`config.mk`:
```
export PLATFORM = sky130hd
export DESIGN_NAME = puf_resp_serializer
export DESIGN_NICKNAME = d
export VERILOG_FILES = /design/src/rtl/puf_resp_serializer.sv
export SDC_FILE = /design/constraint.sdc
export NUM_CORES = 1
export LEC_CHECK = 0
export BUFFER_PORTS_ARGS = -buffer_cell sky130_fd_sc_hd__buf_2
export CORE_UTILIZATION = 45
export DETAILED_ROUTE_END_ITERATION = 8
export HOLD_SLACK_MARGIN = 0.06
export PLACE_DENSITY = 0.67
export SETUP_SLACK_MARGIN = 0.4
export SYNTH_ARGS = -nofsm -noshare
export SYNTH_HDL_FRONTEND = slang
export SYNTH_SLANG_ARGS = --single-unit
```
`constraint.sdc`:
```
create_clock -name clk -period 2.3 [get_ports clk]
set_input_delay 0.575 -clock clk [delete_from_list [all_inputs] [get_ports clk]]
set_output_delay 0.575 -clock clk [all_outputs]
set_load 0.01 [all_outputs]
```
`src/rtl/puf_resp_serializer.sv`:
```
// Serializes a latched 64-bit PUF response into bytes for a UART transmitter.
// Define PUF_SER_CHECKSUM_EN to append an XOR checksum byte after the data bytes.
module puf_resp_serializer #(
  parameter int NUM_BYTES   = 8,
  parameter int MSB_FIRST   = 1,
  parameter int ACK_TIMEOUT = 15
) (
  input  logic        clk,
  input  logic        rst,
  input  logic        start,
  input  logic [63:0] resp_word,
  output logic        busy,
  output logic        done,
  output logic        err,
  output logic [7:0]  tx_byte,
  output logic        transmit,
  input  logic        is_transmitting,
`ifdef PUF_SER_CHECKSUM_EN
  output logic [3:0]  byte_idx
`else
  output logic [2:0]  byte_idx
`endif
);

`ifdef PUF_SER_CHECKSUM_EN
  localparam int IDX_W = 4;
`else
  localparam int IDX_W = 3;
`endif
  localparam int CNT_W = $clog2(ACK_TIMEOUT + 1);
  localparam logic [CNT_W-1:0] CNT_LAST = CNT_W'(ACK_TIMEOUT - 1);
  localparam logic [CNT_W-1:0] CNT_SAT  = CNT_W'(ACK_TIMEOUT);
  localparam int ALIGN = 64 - 8 * NUM_BYTES;
  localparam logic [IDX_W-1:0] LAST_DATA = IDX_W'(NUM_BYTES - 1);
`ifdef PUF_SER_CHECKSUM_EN
  localparam logic [IDX_W-1:0] FINAL_IDX = IDX_W'(NUM_BYTES);
`else
  localparam logic [IDX_W-1:0] FINAL_IDX = LAST_DATA;
`endif

  typedef enum logic [2:0] {
    IDLE      = 3'd0,
    LOAD      = 3'd1,
    PULSE     = 3'd2,
    WAIT_ACK  = 3'd3,
    WAIT_DONE = 3'd4,
    FINISH    = 3'd5
  } state_t;

  state_t            state_r;
  state_t            next_state_s;
  logic [63:0]       shift_r;
  logic [CNT_W-1:0]  cnt_r;
  logic [IDX_W-1:0]  idx_r;
  logic [7:0]        tx_byte_r;
  logic              transmit_r;
  logic              busy_r;
  logic              done_r;
  logic              err_r;
  logic              timeout_s;
  logic              advance_s;
  logic [7:0]        data_byte_s;
  logic [7:0]        sel_byte_s;
`ifdef PUF_SER_CHECKSUM_EN
  logic [7:0]        csum_r;
`endif

  assign busy     = busy_r;
  assign done     = done_r;
  assign err      = err_r;
  assign tx_byte  = tx_byte_r;
  assign transmit = transmit_r;
  assign byte_idx = idx_r;

  // State register.
  always_ff @(posedge clk or negedge rst) begin
    if (!rst) begin
      state_r <= IDLE;
    end else begin
      state_r <= next_state_s;
    end
  end

  // Next-state logic, timeout detection and byte advance decision.
  always_comb begin
    next_state_s = state_r;
    timeout_s    = 1'b0;
    advance_s    = 1'b0;
    case (state_r)
      IDLE: begin
        if (start && !is_transmitting) begin
          next_state_s = LOAD;
        end else begin
          next_state_s = IDLE;
        end
      end
      LOAD:  next_state_s = PULSE;
      PULSE: next_state_s = WAIT_ACK;
      WAIT_ACK: begin
        if (is_transmitting) begin
          next_state_s = WAIT_DONE;
        end else if (cnt_r >= CNT_LAST) begin
          next_state_s = IDLE;
          timeout_s    = 1'b1;
        end else begin
          next_state_s = WAIT_ACK;
        end
      end
      WAIT_DONE: begin
        if (is_transmitting) begin
          next_state_s = WAIT_DONE;
        end else if (idx_r == FINAL_IDX) begin
          next_state_s = FINISH;
        end else begin
          next_state_s = LOAD;
          advance_s    = 1'b1;
        end
      end
      FINISH:  next_state_s = IDLE;
      default: next_state_s = IDLE;
    endcase
  end

  // Byte selection: the outgoing data byte always sits at one end of the shift register.
  always_comb begin
    data_byte_s = (MSB_FIRST != 0) ? shift_r[63:56] : shift_r[7:0];
`ifdef PUF_SER_CHECKSUM_EN
    if (idx_r == FINAL_IDX) begin
      sel_byte_s = csum_r;
    end else begin
      sel_byte_s = data_byte_s;
    end
`else
    sel_byte_s = data_byte_s;
`endif
  end

  // Datapath: word capture, shifting, byte index, timeout counter, checksum.
  always_ff @(posedge clk or negedge rst) begin
    if (!rst) begin
      shift_r   <= 64'h0;
      cnt_r     <= '0;
      idx_r     <= '0;
      tx_byte_r <= 8'h00;
`ifdef PUF_SER_CHECKSUM_EN
      csum_r    <= 8'h00;
`endif
    end else begin
      case (state_r)
        IDLE: begin
          if (next_state_s == LOAD) begin
            // Left-align the used bytes so MSB-first always drains from bit 63.
            shift_r <= (MSB_FIRST != 0) ? (resp_word << ALIGN) : resp_word;
            idx_r   <= '0;
`ifdef PUF_SER_CHECKSUM_EN
            csum_r  <= 8'h00;
`endif
          end
        end
        LOAD: begin
          tx_byte_r <= sel_byte_s;
`ifdef PUF_SER_CHECKSUM_EN
          if (idx_r != FINAL_IDX) begin
            csum_r <= csum_r ^ data_byte_s;
          end
`endif
        end
        PULSE: cnt_r <= '0;
        WAIT_ACK: begin
          if (!is_transmitting && (cnt_r < CNT_SAT)) begin
            cnt_r <= cnt_r + CNT_W'(1);
          end
        end
        WAIT_DONE: begin
          if (advance_s) begin
            shift_r <= (MSB_FIRST != 0) ? {shift_r[55:0], 8'h00} : {8'h00, shift_r[63:8]};
            idx_r   <= idx_r + IDX_W'(1);
          end
        end
        default: ;
      endcase
    end
  end

  // Registered status and handshake outputs, derived from the upcoming state.
  always_ff @(posedge clk or negedge rst) begin
    if (!rst) begin
      busy_r     <= 1'b0;
      done_r     <= 1'b0;
      err_r      <= 1'b0;
      transmit_r <= 1'b0;
    end else begin
      busy_r     <= (next_state_s != IDLE) && (next_state_s != FINISH);
      done_r     <= (next_state_s == FINISH);
      err_r      <= timeout_s;
      transmit_r <= (next_state_s == PULSE);
    end
  end

endmodule
```
==> metrics.csv <==
metric,value,unit
status,completed,
routed_wirelength,8.467,mm
fin_nets,467,
rows,35,
power_leakage,2.479,nW
flow.area_growth_from_synthesis,22.30,%
ys.flop_type,dfrtp_1,
ys_ff_latch,86,
peakVddDrop,0.4379,mV
synth-edff-count,0,
synth_cells,297,
vias_per_cell,5.002,
grt_pass1_wl,13.02,mm
worst_pin_slew,0.5064,ns
cts.clk_slew.worst_paths,0.09,ns
rsz0062_at_grt,false,
postCtsHoldBufs,0,
die_w,100.9,um
relSlewSlack,66.24,%
detail-route-antenna-nets,0,
placed_area,4975,um2
core,9371,um2
final.setup.tns,0,ns
cp.required,2.55,ns
die-area,10190,um2
post_drt_wl_per_cell,15.98,um
slew_violations,0,
cts.sinks,86,
synth.most_common_cell,dfrtp_1,
initial_core_util,47.00,%
synth_area,4404,um2
async_flop_share,100.0,%
hold_slack,0.1784,ns
dpl.cell_count,501,
synth.distinct_cells,35,
cts_root_buf,clkbuf_8,
worst_setup_path_start_kind,register,
grt.overflow.total,0,
cts.path.max_buffers,2,
die_h,100.9,um
drt_iter0_markers,47,
cts_tree,yes,
instances_no_fill,530,
synth.area.top_cells,"dfrtp_1, mux2_4, mux2_2, mux2_1, buf_6",
final_hold_viol_count,0,
synth_area_leader_cell,dfrtp_1,
num-fill-cells,798,
gp_congestion,0.7025,
powerDensity,1082,nW/um2
final_util,57.48,%
port_buffers,82,
avgSynthCellArea,14.83,um2
vias,2651,
synthTopCellsByCount,"dfrtp_1, mux2_2, mux2_4, mux2_1, nor2b_1",
yosys_warnings,0,
syn_nets,369,
clk_latency,0.36,ns
finalSetupViolCount,0,
ios,83,
arrival,2.11,ns
drv_cap,0,
end_kind,register,
drive_above_1_share,59.25,%
htreeDepth,3,
synth.top_cell.area_share,48.86,%
fmax,535.7,MHz
min_path_type,primary input to asynchronous set/reset pin,
drc,0,
track_usage,16.91,%
grt_max_degree,41,
min_period,1.867,ns
dp_hpwl,5.493,mm
antenna_found_initial,1,
grt_pass1_vias,2642,
final_area,5386,um2
drt_pass1_iterations,4,
fin_crit_sh,81.16,%
finClkSkew,0.01007,ns
yosysSeqAreaShare,48.86,%
crit_type,register to register,
numCtsBuffers,9,
crit_fanout,7,
==> path summary, 6_finish.rpt <==
check / from / endpoint / slack [ns] / depth (start not counted)
min in group clk: tx_byte[0] / tx_byte[0] / 0.48 / 1
worst min-delay path: rst / shift_r[42] / 0.18 / 1
worst max register to register: byte_idx[0] / shift_r[17] / 0.43 / 7
worst min register to register: tx_byte[0] / tx_byte[0] / 0.48 / 1
max in group asynchronous: rst / shift_r[53] / 1.47 / 2
worst max-delay path: byte_idx[0] / shift_r[17] / 0.43 / 7
==> sequential cells by signal (all words and copies together) (netlist names), 3 cells and up <==
name / cells
byte_idx: 3
shift_r: 64
cnt_r: 4
tx_byte: 8
state_r: 3
==> logic make-up (layout without fill, tap and decap cells) <==
| group | Yosys count | count (layout) | synth area share, % |
|---|---|---|---|
| AOI/OAI and AO/OA | 18 | 18 | 2.955 |
| and+or+nand+nor | 34 | 34 | 5.142 |
| DFF | 86 | 86 | 48.86 |
| buffers and inverters | 25 | 128 | 4.460 |
| muxes | 129 | 129 | 37.24 |
| adders and majority gates | 4 | 4 | 1.136 |
| other | 0 | 1 | 0 |
| xor gates and xnor gates | 1 | 1 | 0.1989 |
==> report_power, final <==
| part | internal (mW) | leakage, nW | switching, mW |
|---|---|---|---|
| registers | 2.23 | 1.05 | 0.383 |
| clock network | 0.613 | 0.102 | 0.557 |
| logic | 1.25 | 1.33 | 0.794 |
==> area by class of cell <==
cell class	instances	area (um2)	area share, %
Timing Repair Buffer	107	754.5	14.01
Antenna cell	1	2.502	0.04646
Inverter	5	18.77	0.3484
Sequential cell	86	2152	39.95
Multi-Input combinational cell	186	2077	38.56
Clock buffer	9	123.9	2.300
Tap cell	129	161.4	2.997
Clock inverter	7	96.34	1.789
==> per-layer routing <==
metal	share of wire, %	up-vias	global-route usage, %
li1	-	1267	-
met3	4.9	14	4.230
met5	0.15	-	0
met2	46	69	25.82
met4	1.5	2	7.023
met1	47	1299	22.97
==> critical path: stages (launching register included) <==
cell,delay [ns]
dfrtp_1,0.41
ha_1,0.21
ha_2,0.20
nand2_1,0.11
o211a_4,0.19
buf_12,0.15
clkbuf_16,0.16
mux2_2,0.33
==> stage by stage <==
step / power (mW) / setup slack, ns
after floorplan: 4.029 / 0.4948
final: 5.831 / 0.4333
after CTS: 5.742 / 0.3943
after global routing: 6.246 / 0.3824
after detailed placement: 4.560 / 0.3277
after global placement: 4.476 / 0.3503
==> repair_timing <==
action,4_1_cts,5_1_grt
gates resized for setup,0,4
cloned,0,7
setup buffers,0,5
endpoints found under the setup margin,3,43
hold endpoints to repair,0,0
pin swaps,0,1
==> cell usage in the layout (no fill, tap or decap), drive strengths merged, types with 3 or more instances in the layout <==
cell type	synthesis	routed
nor2	3	3
inv	5	6
dfrtp	86	86
o21ai	3	3
a31oi	3	3
buf	17	104
clkbuf	3	12
ha	4	4
mux2	129	129
clkinvlp	0	3
nand2	5	5
nor2b	14	14
Note: power is estimated with default switching activity, not from simulation.
